[config.mk]
export PLATFORM = sky130hd
export DESIGN_NAME = rom_prefetch_buffer
export DESIGN_NICKNAME = d
export VERILOG_FILES = /design/src/rtl/rom_prefetch_buffer.sv
export SDC_FILE = /design/constraint.sdc
export NUM_CORES = 1
export LEC_CHECK = 0
export ABC_AREA = 0
export CAP_MARGIN = 20
export CORE_MARGIN = 4
export CORE_UTILIZATION = 40
export DETAILED_ROUTE_END_ITERATION = 6
export PLACE_DENSITY = 0.69
export SYNTH_ARGS = -nofsm -noshare
export SYNTH_HDL_FRONTEND = slang
export SYNTH_SLANG_ARGS = --single-unit
[constraint.sdc]
create_clock -name clk -period 2.7 [get_ports clk]
set_clock_uncertainty 0.15 [all_clocks]
set_input_delay 0.405 -clock clk [delete_from_list [all_inputs] [get_ports clk]]
set_output_delay 0.405 -clock clk [all_outputs]
set_load 0.05 [all_outputs]
[src/rtl/rom_prefetch_buffer.sv]
// Sequential instruction prefetch in front of a 1-cycle-latency ROM.
// Returned words and their addresses queue in a small FIFO; redirect flushes and restarts fetch.
module rom_prefetch_buffer #(
  parameter int unsigned ADDR_W     = 10,
  parameter int unsigned DATA_W     = 32,
  parameter int unsigned DEPTH      = 4,
  parameter int unsigned RESET_ADDR = 0
) (
  input  logic                      clk,
  input  logic                      reset,
  output logic [ADDR_W-1:0]         rom_address,
  output logic                      rom_chipselect,
  output logic                      rom_clken,
  input  logic [DATA_W-1:0]         rom_readdata,
  input  logic                      redirect_valid,
  input  logic [ADDR_W-1:0]         redirect_addr,
  output logic                      ins_valid,
  output logic [DATA_W-1:0]         ins_data,
  output logic [ADDR_W-1:0]         ins_addr,
  input  logic                      ins_ready,
  output logic [$clog2(DEPTH):0]    fill_level
);

  localparam int unsigned PW = $clog2(DEPTH);
  localparam int unsigned CW = PW + 1;
  localparam logic [CW:0]       DEPTH_C = (CW+1)'(DEPTH);
  localparam logic [ADDR_W-1:0] RST_A   = ADDR_W'(RESET_ADDR);

  logic [ADDR_W-1:0] fetch_addr_q, fetch_addr_d;
  logic [ADDR_W-1:0] pend_addr_q, pend_addr_d;
  logic              rd_pend_q, rd_pend_d;
  logic              pend_kill_q, pend_kill_d;
  logic [PW-1:0]     wr_ptr_q, wr_ptr_d;
  logic [PW-1:0]     rd_ptr_q, rd_ptr_d;
  logic [CW-1:0]     count_q, count_d;
  logic [DEPTH-1:0][DATA_W-1:0] mem_data_q, mem_data_d;
  logic [DEPTH-1:0][ADDR_W-1:0] mem_addr_q, mem_addr_d;

  logic [CW:0] credits;
  logic        head_vld, issue, push, pop;

  // The in-flight read holds a credit so a full FIFO can never be overrun by a late return.
  assign credits  = {1'b0, count_q} + {{CW{1'b0}}, rd_pend_q};
  assign head_vld = (count_q != '0);
  assign issue    = !reset && !redirect_valid && (credits < DEPTH_C);
  assign push     = !reset && !redirect_valid && rd_pend_q && !pend_kill_q;
  assign pop      = !reset && !redirect_valid && head_vld && ins_ready;

  always_comb begin
    fetch_addr_d = fetch_addr_q;
    pend_addr_d  = pend_addr_q;
    rd_pend_d    = issue;
    pend_kill_d  = 1'b0;
    wr_ptr_d     = wr_ptr_q;
    rd_ptr_d     = rd_ptr_q;
    count_d      = count_q;
    mem_data_d   = mem_data_q;
    mem_addr_d   = mem_addr_q;

    if (issue) begin
      pend_addr_d  = fetch_addr_q;
      fetch_addr_d = fetch_addr_q + ADDR_W'(1);
    end

    if (push) begin
      mem_data_d[wr_ptr_q] = rom_readdata;
      mem_addr_d[wr_ptr_q] = pend_addr_q;
      wr_ptr_d             = wr_ptr_q + PW'(1);
    end
    if (pop) rd_ptr_d = rd_ptr_q + PW'(1);

    case ({push, pop})
      2'b10:   count_d = count_q + CW'(1);
      2'b01:   count_d = count_q - CW'(1);
      default: count_d = count_q;
    endcase

    if (redirect_valid) begin
      fetch_addr_d = redirect_addr;
      wr_ptr_d     = '0;
      rd_ptr_d     = '0;
      count_d      = '0;
      pend_kill_d  = rd_pend_q;
    end
  end

  always_ff @(posedge clk) begin
    if (reset) begin
      fetch_addr_q <= RST_A;
      pend_addr_q  <= '0;
      rd_pend_q    <= 1'b0;
      pend_kill_q  <= 1'b0;
      wr_ptr_q     <= '0;
      rd_ptr_q     <= '0;
      count_q      <= '0;
      mem_data_q   <= '0;
      mem_addr_q   <= '0;
    end else begin
      fetch_addr_q <= fetch_addr_d;
      pend_addr_q  <= pend_addr_d;
      rd_pend_q    <= rd_pend_d;
      pend_kill_q  <= pend_kill_d;
      wr_ptr_q     <= wr_ptr_d;
      rd_ptr_q     <= rd_ptr_d;
      count_q      <= count_d;
      mem_data_q   <= mem_data_d;
      mem_addr_q   <= mem_addr_d;
    end
  end

  // Outputs are forced to their idle values while reset is asserted, even on the first reset cycle.
  assign rom_address    = reset ? RST_A : fetch_addr_q;
  assign rom_chipselect = issue;
  assign rom_clken      = 1'b1;
  assign ins_valid      = !reset && head_vld;
  assign ins_data       = reset ? '0 : mem_data_q[rd_ptr_q];
  assign ins_addr       = reset ? '0 : mem_addr_q[rd_ptr_q];
  assign fill_level     = reset ? '0 : count_q;

endmodule

Yosys cells after proc, flatten, opt, wreduce, memory -nomap -nowiden

Index checks and enable logic that the tools add are counted.

Order comparisons: 4
Equality and inequality tests: 2
Multiplexer cells: 17
Add/subtract/negate cells: 6
Reductions and logical operators: 16
Bitwise gates (word level): 1

Operator list:

| cell                    | number |
|---|---|
| $bwmux W128             | 1 |
| $mux W32                | 3 |
| $bmux W32 S2            | 1 |
| $demux W32 S2           | 1 |
| $mux W10                | 6 |
| $bwmux W40              | 1 |
| $bmux W10 S2            | 1 |
| $demux W10 S2           | 1 |
| $add A10 B1 Y10 const B | 1 |
| $logic_and A1 B1 Y1     | 8 |
| $lt A2 B3 Y1 const B    | 2 |
| $pmux W3 S2             | 1 |
| $add A2 B1 Y2 const B   | 2 |
| $add A3 B1 Y4           | 1 |
| $lt A4 B3 Y1 const B    | 1 |
| $reduce_bool A2 Y1      | 2 |
| $reduce_or A2 Y1        | 2 |
| $add A3 B1 Y3 const B   | 1 |
| $logic_not A1 Y1        | 3 |
| $mux W3                 | 1 |
| $reduce_bool A3 Y1      | 1 |
| $sub A3 B1 Y3 const B   | 1 |
| $eq A2 B1 Y1 const B    | 1 |
| $eq A2 B2 Y1 const B    | 1 |
| other kinds (2)         | 2 |

Output and inout port bits: 58
Input bits: 46
Register bits: 197

Depth between registers and ports, before layout

Gate-level depths: netlist of the first run.

Depth in word-level cells: 6
Depth in mapped cells: 9
Mapped depth without buffers: 8

Worst setup path after synthesis of the first run

OpenSTA, ideal clock, no wires.

Kind: register to output
Start point: register rd_ptr_q[0]
End point: output port ins_data[23]
Cell stages (with the launch flop): 6
Slack: 0.222 ns
Arrival time: 1.923 ns
Data required time: 2.145 ns
Cell sequence: dfxtp_1 -> buf_2 -> buf_2 -> buf_2 -> mux4_2 -> nor2b_1

Word-level cells in the longest chain between the ends: 3

Ends and longest elaborated chain:

| element                        | line | RTL |
|---|---|---|
| start, declared                | 34   | `logic [PW-1:0] rd_ptr_q, rd_ptr_d;` |
| start signal, assigned         | 104  | `rd_ptr_q <= rd_ptr_d;` |
| $bmux W32 S2                   | 116  | `assign ins_data = reset ? '0 : mem_data_q[rd_ptr_q];` |
| $mux W32 (implied by the code) | 116  |  |
| $mux W32                       | 116  |  |
| end, declared                  | 18   | `output logic [DATA_W-1:0] ins_data,` |

No other way between the ends. The select of a mux whose other input is x is not followed.

Worst setup path in the final report of the first run

Start point: register count_q[2]
End point: output port ins_valid

Word-level cells in the longest chain between the ends: 2

Ends and longest elaborated chain:

| element                | line | RTL |
|---|---|---|
| start, declared        | 35   | `logic [CW-1:0] count_q, count_d;` |
| start signal, assigned | 105  | `count_q <= count_d;` |
| $reduce_bool A3 Y1     | 44   | `assign head_vld = (count_q != '0);` |
| $logic_and A1 B1 Y1    | 115  | `assign ins_valid = !reset && head_vld;` |
| end, declared          | 17   | `output logic ins_valid,` |

No other way between the ends.

==> results of run 1 <==
[routing by layer]
metal / wire length, µm / vias to the layer above / global-route usage
met3: 1283 / 20 / 0.04672
li1: - / 3474 / -
met1: 9533 / 3274 / 0.2372
met4: 215 / 0 / 0.04289
met5: 0 / - / 0
met2: 10080 / 160 / 0.2931
[logic make-up after synthesis]
logic type / count (synthesis) / synth area share
AOI/OAI and AO/OA: 198 / 0.1192
xor gates and xnor gates: 13 / 0.01342
adders and majority gates: 7 / 0.01121
buffers and inverters: 96 / 0.04763
DFF: 197 / 0.4648
muxes: 46 / 0.1164
other: 1 / 0.0004420
and+or+nand+nor: 456 / 0.2270
[flip-flops by register name, indices dropped and copies added (netlist names)]
name and flops:
mem_data_q 128, mem_addr_q 40, fetch_addr_q 10, pend_addr_q 10, count_q 3, rd_ptr_q 2, wr_ptr_q 2, pend_kill_q 1
rd_pend_q 1
[worst min path at each step]
stage / endpoint / slack (ns)
floorplan: mem_addr_q[20] / 0.28
global placement: mem_data_q[6] / 0.29
detailed placement: mem_data_q[42] / 0.29
CTS: fetch_addr_q[4] / 0.20
global route: fetch_addr_q[3] / 0.22
finish: fetch_addr_q[3] / 0.21
[cells in the mapped netlist]
cell type	number	share of area
a21oi_1	187	0.11
a31o_2	1	0.0010
a31oi_1	1	0.00074
and2_1	4	0.0029
and3_1	2	0.0015
and3b_1	1	0.0010
and4_1	1	0.0010
buf_1	1	0.00044
buf_2	32	0.019
buf_4	1	0.00089
clkbuf_1	46	0.020
conb_1	1	0.00044
dfxtp_1	197	0.46
fa_1	1	0.0024
ha_1	6	0.0088
inv_1	16	0.0071
mux2_2	1	0.0013
mux2i_1	3	0.0035
mux4_2	42	0.11
nand2_1	364	0.16
nand2b_1	1	0.00074
nand3_1	2	0.0012
nand3b_1	1	0.00089
nand4_1	5	0.0037
nor2_1	13	0.0058
nor2b_1	53	0.039
nor3_1	4	0.0024
nor4_1	1	0.00074
nor4b_4	1	0.0028
o21a_1	6	0.0053
o21ai_0	3	0.0018
or2_2	1	0.00074
or3_1	2	0.0015
xnor2_1	6	0.0062
xor2_1	7	0.0072
[per-stage QoR]
step                      worst slack (ns)  cells  power, W  area [µm²]
after floorplan                     0.2224   1014  0.003222        8484
after global placement              0.1308   1340  0.003392        9809
after detailed placement           0.06593   1340  0.003393        9809
after CTS                          0.08291   1372  0.005829       10380
after global routing               0.02872   1372  0.005981       10380
final                              0.08980   1372  0.005784       10380
[critical path: stages (launching register included)]
cell             delay [ns]
dfxtp_1                0.35
or3_1                  0.43
nor2b_1                0.15
clkdlybuf4s50_1        0.70
[power groups by stage]
stage          logic (W)  registers (W)  clock network (W)
3_3_place_gp    0.000364        0.00303                  0
6_report        0.000365        0.00296            0.00246
4_1_cts         0.000366        0.00296            0.00250
2_1_floorplan   0.000202        0.00302                  0
3_5_place_dp    0.000364        0.00303                  0
5_1_grt         0.000394        0.00297            0.00262
[area by class of cell]
cell class / count / area share
tap: 275 / 0.03315
clock buffer: 22 / 0.04569
multi-input combinational: 721 / 0.4000
timing repair buffer: 131 / 0.1260
sequential: 197 / 0.3802
clock inverter: 10 / 0.009162
inverter: 16 / 0.005787
==> flow_summary.ini, run 1 <==
[worst_setup_path]
worstPathRequired_ns = 2.14
crit_path_max_fanout = 6
r2r-end = count_q[2]
cp_data_arrival_time_ns = 2.06
ff2ff_setup_slack_ns = 0.43
worstSetupStartpoint = count_q[2]
start_kind = register
endpoint = ins_valid
cp-end-kind = output pin
regToRegStartpoint = count_q[0]
r2r_cells = 8
worstSetupPathType = reg -> out

[routing]
vias_per_cell = 5.050
detail_route.wl_per_cell_um = 15.38
dr_total_vias = 6928
drc_errors = 0
drt_iter0_markers = 495
first_pass_iters = 5
ant_nets = 0
wl_um = 21110

[timing]
hold_violations = 0
maxSlewHeadroom = 0.4622
tightest_slew_ns = 0.8067
min_period_over_period = 0.9667
rsz0062_at_grt = false
fin_setup_tns_ns = 0
setup_viol = 0
hold_ws_ns = 0.2073
min_period_ns = 2.610
slew_viol_final = 0
max_freq_ghz = 0.3831

[yosys]
ys_ff_latch = 197
synthDistinctLibCells = 35
synth_area_um2 = 8484
ys_seq_area_frac = 0.4648
avgSynthCellArea_um2 = 8.367
netlist_instances = 1014
synth_nets = 1067
ys_warn_count = 0

[clock_network]
root_buffer = clkbuf_16
cts_buffer_depth = 2
cts.sinks = 197
worstSkewPairLatency_ns = 0.43
postCtsSetupRepairBufs = 0
cts.repair.resized = 0
postCtsHoldBufs = 0
cts_buffers = 17
h-tree-depth = 4
clk_pin_slew_worst_paths_ns = 0.07
cts_tree = done

[power_and_ir_drop]
swShare = 0.2330
powerDensity_nw_per_um2 = 557.3
max-vdd-ir-drop_uv = 433.0
p_leak_nw = 3.524
clockPowerShare = 0.425
internal_power_w = 0.004436
combPwrFrac = 0.063
power.switching_w = 0.001348
power_frac_seq = 0.512

[hold_path]
hold_depth = 3
worstHoldPathType = in -> reg
min_from = reset

[layout]
regArea_um2 = 3946
multi_input_area_um2 = 4151
final_cell_mix = 360 x nand2_1, 195 x dfxtp_1, 187 x a21oi_1, 58 x clkdlybuf4s50_1, 58 x buf_4
fin_nets = 1137
fin_util = 0.4953
final_layout_size_suffix_gt1_frac = 0.1449
mostFrequentLayoutCell = nand2_1
nFillCells = 2010
area_growth_pct = 22.33
diodes = 0

[die]
start_util = 0.4049
num_rows = 53
dieArea_um2 = 23610
core_um2 = 20960
die_w_um = 153.6
ioPinCount = 104
die_y_um = 153.6

[global_route]
grt_max_degree = 181
track_usage = 0.1786
grt_antenna_before_repair = 0
grt_pass1_wl_um = 34610
first_global_vias = 6896
overflow = 0

[placement]
io_buffer_count = 102
routabilityCongestion = 0.7717
hpwl_um = 13110

[run]
cap_violations = 0

[status]
status = finished clean
Power figures use the tool's default switching activity.
==> run 2, diff against run 1 <==
SLEW_MARGIN = 20   (was default)
==> results of run 2 <==
Same layout as run 1: the final DEF is identical, and so are final timing and power.
==> run 3, diff against run 2 <==
PLACE_DENSITY = 0.67   (was 0.69)
==> flow_summary.ini, run 3 (synthesized netlist as in run 1, its figures left out) <==
[status]
status = finished clean

[timing]
slew_viol_final = 0
min_period_ns = 2.617
maxSlewHeadroom = 0.6231
min_period_over_period = 0.9692
rsz0062_at_grt = false
max_freq_ghz = 0.3822
tightest_slew_ns = 0.5653
fin_setup_tns_ns = 0
hold_violations = 0
setup_viol = 0

[global_route]
overflow = 0
track_usage = 0.1810
grt_antenna_before_repair = 0
first_global_vias = 6883
grt_max_degree = 119
grt_pass1_wl_um = 35090

[routing]
drc_errors = 0
first_pass_iters = 7
wl_um = 21390
vias_per_cell = 5.069
dr_total_vias = 6970
drt_iter0_markers = 389
detail_route.wl_per_cell_um = 15.55
ant_nets = 0

[worst_setup_path]
crit_top_cell = buf_4
crit_path_max_fanout = 10
crit_family = multiplexers
path_buf_inv = 2
cp_data_arrival_time_ns = 2.06
worstPathRequired_ns = 2.14
regToRegStartpoint = count_q[2]
cp-end-kind = output pin
r2r_cells = 8
start_kind = register
worstSetupStartpoint = rd_ptr_q[1]
path_cells = buf_4, mux4_2, nor2b_1, buf_4
worstSetupPathType = reg -> out
critPathMaxStageDelay_ns = 0.51
slowest_stage = mux4_2
cp.depth = 4

[hold_path]
hold_depth = 3
worstHoldPathType = in -> reg
min_from = reset

[layout]
instances_no_fill = 1375
final_cell_mix = 360 x nand2_1, 195 x dfxtp_1, 187 x a21oi_1, 66 x buf_4, 53 x nor2b_1
mostFrequentLayoutCell = nand2_1
fin_nets = 1140
regMostFlops = mem_data_q
reg.largest.list = mem_data_q (128), mem_addr_q (40)
nFillCells = 1983
regArea_um2 = 3949
final_layout_size_suffix_gt1_frac = 0.1609
largest_reg_flops = 128
area_growth_pct = 23.34
multi_input_area_um2 = 4151
diodes = 0

[placement]
routabilityCongestion = 0.7555
placedCellCount = 1343
io_buffer_count = 102
hpwl_um = 13380

[die]
ioPinCount = 104
core_um2 = 20960
num_rows = 53
die_y_um = 153.6
start_util = 0.4049
dieArea_um2 = 23610
die_w_um = 153.6

[clock_network]
h-tree-depth = 4
cts_buffer_depth = 2
cts.repair.resized = 0
clk_pin_slew_worst_paths_ns = 0.08
cts_buffers = 17
cts_tree = done
worstSkewPairLatency_ns = 0.43
postCtsHoldBufs = 0
postCtsSetupRepairBufs = 0
cts.sinks = 197
root_buffer = clkbuf_16

[power_and_ir_drop]
powerDensity_nw_per_um2 = 547.0
max-vdd-ir-drop_uv = 358.2
p_leak_nw = 3.559

[run]
cap_violations = 0
run 3: layer usage:
layer  vias to the layer above  GRT usage  part of all wire
met3                        20    0.04081             0.061
met1                      3262     0.2472              0.46
met2                       197     0.2929              0.46
met4                         0    0.04584             0.013
li1                       3491          -                 -
met5                         -          0                 0
run 3: layout make-up:
type                    instances  area share
clock buffers                  18     0.04197
clock inverters                14     0.01184
inverters                      16    0.005739
multi-input cells             721      0.3967
flip-flops and latches        197      0.3773
well taps                     275     0.03288
repair buffers                134      0.1335
run 3: worst register-to-register path, stage by stage (launching register included):
cell	delay, ns
dfxtp_1	0.41
or3_1	0.18
and3_1	0.20
ha_1	0.19
inv_1	0.06
fa_1	0.37
xor2_1	0.15
or3_1	0.30
a21oi_1	0.13
run 3: per-stage QoR:
stage / cell area, µm² / setup slack [ns] / util / power, W / hold slack (ns)
5_1_grt: 10470 / 0.0001767 / 0.4994 / 0.005916 / 0.2848
3_5_place_dp: 9902 / 0.1160 / 0.4725 / 0.003392 / 0.2940
6_report: 10470 / 0.08328 / 0.4994 / 0.005725 / 0.2762
4_1_cts: 10470 / 0.05549 / 0.4994 / 0.005777 / 0.2645
3_3_place_gp: 9902 / 0.1372 / 0.4725 / 0.003391 / 0.2886
2_1_floorplan: 8484 / 0.2224 / - / 0.003222 / 0.2831
run 3: worst paths after layout:
kind,slack (ns),to
worst max register to register,0.49,count_q[2]
worst min register to register,0.30,mem_data_q[77]
worst max-delay path,0.08,ins_data[8]
worst min-delay path,0.28,pend_addr_q[7]
run 3: where the power goes:
| group | switching [W] | internal [W] | total, W |
|---|---|---|---|
| logic | 0.000213 | 0.000149 | 0.000362 |
| registers | 0.0000323 | 0.00293 | 0.00296 |
| clock network | 0.00117 | 0.00123 | 0.00240 |
| total | 0.00142 | 0.00431 | 0.00572 |
==> edit 1 (config.mk and constraints of run 2) <==
Set the parameter `DATA_W` to 24 (it was 32).
--- a/src/rtl/rom_prefetch_buffer.sv
+++ b/src/rtl/rom_prefetch_buffer.sv
@@ -2,7 +2,7 @@
 // Returned words and their addresses queue in a small FIFO; redirect flushes and restarts fetch.
 module rom_prefetch_buffer #(
   parameter int unsigned ADDR_W     = 10,
-  parameter int unsigned DATA_W     = 32,
+  parameter int unsigned DATA_W     = 24,
   parameter int unsigned DEPTH      = 4,
   parameter int unsigned RESET_ADDR = 0
 ) (
Interface: changed (resized ins_data and rom_readdata); port bits go from 104 to 88. The function was not compared with the original's and may differ.
==> edit 1 against run 2 <==
Worst setup slack worse by 0.0072 ns. Die area decreased by 14%. Sequential cell count down 32. Synthesized area is 15% lower. Power fell by 9.6%. Routed wire length decreased by 14%. Final area is 15% lower. Hold slack worse by 0.091 ns. Critical endpoint unchanged.
==> edit 1: results (changes against run 2) <==
count of flip-flops and latches=165 (was 197); Ant. Diodes=0 (unchanged); CP max-delay cell=clkdlybuf4s50_1 (unchanged); global-route wire length before repair=29700 um (was 34610 um); critical path fanouts, max=6 (unchanged); sequential area share after synthesis=0.4591 (was 0.4648); placed cell count=1136 (was 1340); Synth top cells by count=nand2_1 (300), dfxtp_1 (165), a21oi_1 (155) (was nand2_1 (364), dfxtp_1 (197), a21oi_1 (187)); clkbuf count=21 (was 22); clock-pin transition on the worst setup and hold timing paths=0.06 ns; final WL=18060 um (was 21110 um); register share of the cell area=0.3726 (was 0.3802); filler instances=1680 (was 2010); relative slew slack=0.6464 (was 0.4622); Psw=1.197 mW (was 1.348 mW); Max clock buf depth=2 (unchanged); Vias=5928 (was 6928); Post-CTS Setup Repair Bufs=0 (unchanged); status=finished, final reports clean (unchanged); DP Area=8278 um2 (was 9809 um2); multi-input gates=609 (was 721); non-clk buf share=0.1268 (was 0.1260); P_leak=3.062 nW (was 3.524 nW); dpl hpwl=11320 um (was 13110 um); initial antenna violation count=0 (unchanged); Pre-Repair DR Iteration Count=5 (unchanged); layout cell share with drive strength beyond 1=0.1506 (was 0.1449); Die X=142.1 um (was 153.6 um); CTS Buf Count=17 (unchanged); Post-layout nets=975 (was 1137); Wirelength per Cell=15.46 um (was 15.38 um); GP Congestion=0.7964 (was 0.7717); IO buf count=86 (was 102); H-tree depth=4 (unchanged); synth warn=0 (unchanged); worst vdd rail ir drop=505.6 uV (was 433.0 uV); Tightest Hold Check Type=in -> reg (unchanged); Clock Latency Late Sink=0.43 ns (about the same); post-CTS resize count=0 (unchanged); DR iter-0 viols=413 (was 495); Distinct cells, synth=34 (was 35); GR Util All Layers=0.1852 (was 0.1786); Syn Nets=901 (was 1067); max incr delay on CP=0.69 ns; pin count of the biggest net entering global routing=107 (was 181); asr flop ratio synth=0 (unchanged); Non-clk invs=16 (unchanged); vias in the first global route=5755 (was 6896); Fin Hold WS=0.1168 ns (was 0.2073 ns); Congestion Overflow GR=0 (unchanged); number of non-clock buffers in the layout=121 (was 131); crit path DAT=2.06 ns (about the same); max cap viols=0 (unchanged); R2R Setup Slk=0.44 ns; Reg area=3306 um2 (was 3946 um2); ClkCell Share=0.06699 (was 0.05485); Regs by FF count=mem_data_q: 96 flops, mem_addr_q: 40 flops (was mem_data_q: 128 flops, mem_addr_q: 40 flops); Synth area leaders=dfxtp_1 (46%), nand2_1 (16%), a21oi_1 (11%) (was dfxtp_1 (46%), nand2_1 (16%), mux4_2 (11%)); Cells after Synth=856 (was 1014); multi-input gate share of total cell area=0.3951 (was 0.4000)
-- edit 1: routing by layer --
layer	wire length, um	vias to the layer above	part of all wire	global-route usage
met5	0	-	0	0
met4	251	0	0.014	0.05657
met3	990	18	0.055	0.04973
met2	8665	157	0.48	0.2999
met1	8148	2786	0.45	0.2432
li1	-	2967	-	-
-- edit 1: final timing paths --
| kind | start | to | cells past startpoint |
|---|---|---|---|
| hold / removal | reset | fetch_addr_q[1] | 2 |
| hold reg to reg | mem_data_q[26] | mem_data_q[26] | 2 |
| setup reg to reg | count_q[0] | count_q[2] | 8 |
| setup / recovery | count_q[2] | ins_valid | 3 |
-- edit 1: critical path: cells and delay by family (launching register included) --
kind / cells / cell delay [ns]
flops: 1 / 0.34
simple gates: 2 / 0.59
buf+inv: 1 / 0.69
-- edit 1: through the flow --
| step | power [mW] | worst slack, ns |
|---|---|---|
| final | 5.231 | 0.08260 |
| after global routing | 5.414 | 0.01929 |
| after CTS | 5.274 | 0.06210 |
| after detailed placement | 2.868 | 0.03072 |
| after global placement | 2.869 | 0.07949 |
| after floorplan | 2.716 | 0.1781 |
-- edit 1: cell families (layout without fill, tap and decap cells) --
group	Yosys count	count (layout)	synth area share
AOI/OAI and AO/OA	166	166	0.1183
xor gates and xnor gates	13	13	0.01583
adders and majority gates	7	7	0.01322
buffers and inverters	82	169	0.05357
DFF	165	165	0.4591
muxes	38	38	0.1122
other	1	1	0.0005212
and+or+nand+nor	384	384	0.2273
-- edit 1: power by group through the flow --
stage | logic (mW) | clock network, mW | registers [mW]
2_1_floorplan | 0.183 | 0 | 2.53
3_3_place_gp | 0.331 | 0 | 2.54
3_5_place_dp | 0.330 | 0 | 2.54
4_1_cts | 0.332 | 2.46 | 2.48
5_1_grt | 0.358 | 2.57 | 2.49
6_report | 0.331 | 2.42 | 2.48
==> edit 2 (settings of run 2) <==
Without the edit above. Reset style: asynchronous (`reset`), changed in one clocked block.
--- a/src/rtl/rom_prefetch_buffer.sv
+++ b/src/rtl/rom_prefetch_buffer.sv
@@ -84,7 +84,7 @@
     end
   end
 
-  always_ff @(posedge clk) begin
+  always_ff @(posedge clk or posedge reset) begin
     if (reset) begin
       fetch_addr_q <= RST_A;
       pend_addr_q  <= '0;
Formal check against the unedited RTL: no difference found for any inputs over 4 cycles, from zero or initial values and one cycle with reset high; that may be too few to reach the edited logic, so the function may still have changed.
==> edit 2 against run 2 <==
Hold slack better by 0.062 ns. Routed wire length down 2.4%. Via count down 19%. Worst setup slack worse by 0.056 ns. Largest cell class is now flip-flops and latches. Sequential cell count unchanged. Final area up 14%. Synthesized area up 6.9%. Critical endpoint is now ins_data[0].
Power is not compared: it rests on default switching activity, and its combinational part moved more than twofold at a synthesized area within 25%.
==> edit 2: results (changes against run 2) <==
clkbuf count=17 (was 22); Synth top cells by count=dfrtp_1 (197), mux2_2 (168), and2_1 (44) (was nand2_1 (364), dfxtp_1 (197), a21oi_1 (187)); dpl hpwl=14050 um (was 13110 um); met3 routed WL=809 um (was 1283 um); multi-input gate share of total cell area=0.3313 (was 0.4000); Pre-Repair DR Iteration Count=4 (was 5); Critical R2R Capture=count_q[2] (unchanged); filler instances=1738 (was 2010); multi-input gates=385 (was 721); Non-clk invs=6 (was 16); routed vias/inst=5.357 (was 5.050); clock-pin transition on the worst setup and hold timing paths=0.07 ns (about the same); met2 Usage GRT=0.3037 (was 0.2931); critical path fanouts, max=10 (was 6); layout cell share with drive strength beyond 1=0.4661 (was 0.1449); DP Area=11170 um2 (was 9809 um2); status=finished, final reports clean (unchanged); cell area after layout=11850 um2 (was 10380 um2); Post-layout nets=805 (was 1137); pin count of the biggest net entering global routing=35 (was 181); CP max-delay cell=dfrtp_4 (was clkdlybuf4s50_1); IO buf count=102 (unchanged); GR met3 Demand/Resource=0.03833 (was 0.04672); met1 GRT Util=0.2161 (was 0.2372); Slew @ Worst Pin=0.5866 ns (was 0.8067 ns); GP Congestion=0.7803 (was 0.7717); ClkCell Share=0.05164 (was 0.05485); crit path DAT=2.11 ns (was 2.06 ns); Well Taps=280 (was 275); crit-path leading delay family=flip-flops (was buffers and inverters); met2 WL=11020 um (was 10080 um); GR Util All Layers=0.1723 (was 0.1786); asr flop ratio synth=1.000 (was 0); Fin Hold WS=0.2693 ns (was 0.2073 ns); Wirelength per Cell=19.69 um (was 15.38 um); met1 WL=8498 um (was 9533 um); Tightest Hold Check Type=in -> async (was in -> reg); Synth area leaders=dfrtp_1 (54%), mux2_2 (21%), mux4_2 (10%) (was dfxtp_1 (46%), nand2_1 (16%), mux4_2 (11%)); Distinct cells, synth=40 (was 35); Clock Latency Late Sink=0.44 ns; origin of the critical flop-to-flop path=count_q[0] (unchanged); max incr delay on CP=0.50 ns (was 0.70 ns); vias in the first global route=6331 (was 6896); Syn Nets=682 (was 1067); R2R depth=6 (was 8); R2R Setup Slk=0.35 ns (was 0.43 ns); non-clk buf share=0.1685 (was 0.1260); Regs by FF count=mem_data_q: 128 flops, mem_addr_q: 40 flops (unchanged); global-route wire length before repair=33790 um (was 34610 um); register share of the cell area=0.4165 (was 0.3802); sequential area share after synthesis=0.5433 (was 0.4648); DR iter-0 viols=217 (was 495); number of non-clock buffers in the layout=146 (was 131)
## edit 2: changes by cell type after synthesis, sizes merged, moves of 31 or more
| cell | before | now |
|---|---|---|
| nand2 | 364 | 35 |
| dfrtp | 0 | 197 |
| dfxtp | 197 | 0 |
| a21oi | 187 | 5 |
| mux2 | 1 | 168 |
| and2 | 4 | 44 |
| nor2b | 53 | 13 |
| clkbuf | 46 | 15 |
## edit 2: cell families after synthesis
family,after synthesis,share of synthesized area
adder cells (fa/ha/maj),6,0.009101
multiplexers,210,0.3127
buffers and inverters,48,0.02523
XOR/XNOR,5,0.004826
other,1,0.0004133
flip-flops,197,0.5433
AND/OR/NAND/NOR,129,0.07749
AO/OA/AOI/OAI,34,0.02689
## edit 2: worst register-to-register path: stages, from the launching register on
cell and delay, ns:
dfrtp_1 0.49, o31ai_2 0.46, nor4_1 0.11, fa_1 0.44, nor4_1 0.31, a311oi_1 0.08
a211oi_1 0.22
## edit 2: worst max-delay path by stage
stage | from | to | slack [ns] | cells past startpoint
5_1_grt | rd_ptr_q[0] | ins_data[11] | -0.04 | 4
3_3_place_gp | reset | count_q[2] | 0.17 | 7
6_report | rd_ptr_q[0] | ins_data[0] | 0.03 | 4
2_1_floorplan | reset | ins_addr[0] | 0.26 | 4
4_1_cts | rd_ptr_q[0] | ins_data[0] | 0.02 | 4
3_5_place_dp | reset | count_q[2] | 0.17 | 7
## edit 2: stage by stage
stage                     setup WS [ns]  instances  power (mW)
after floorplan                  0.2611        630       4.662
after global placement           0.1662       1009       5.495
after detailed placement         0.1695       1009       5.590
after CTS                       0.01521       1045       8.173
after global routing           -0.03812       1046       8.434
final                           0.03369       1046       8.085
## edit 2: repair_timing
item                                    CTS  global route
resized for setup                         1             0
gates cloned                              1             0
endpoints found under the setup margin   36            19
setup buffers                             3             1
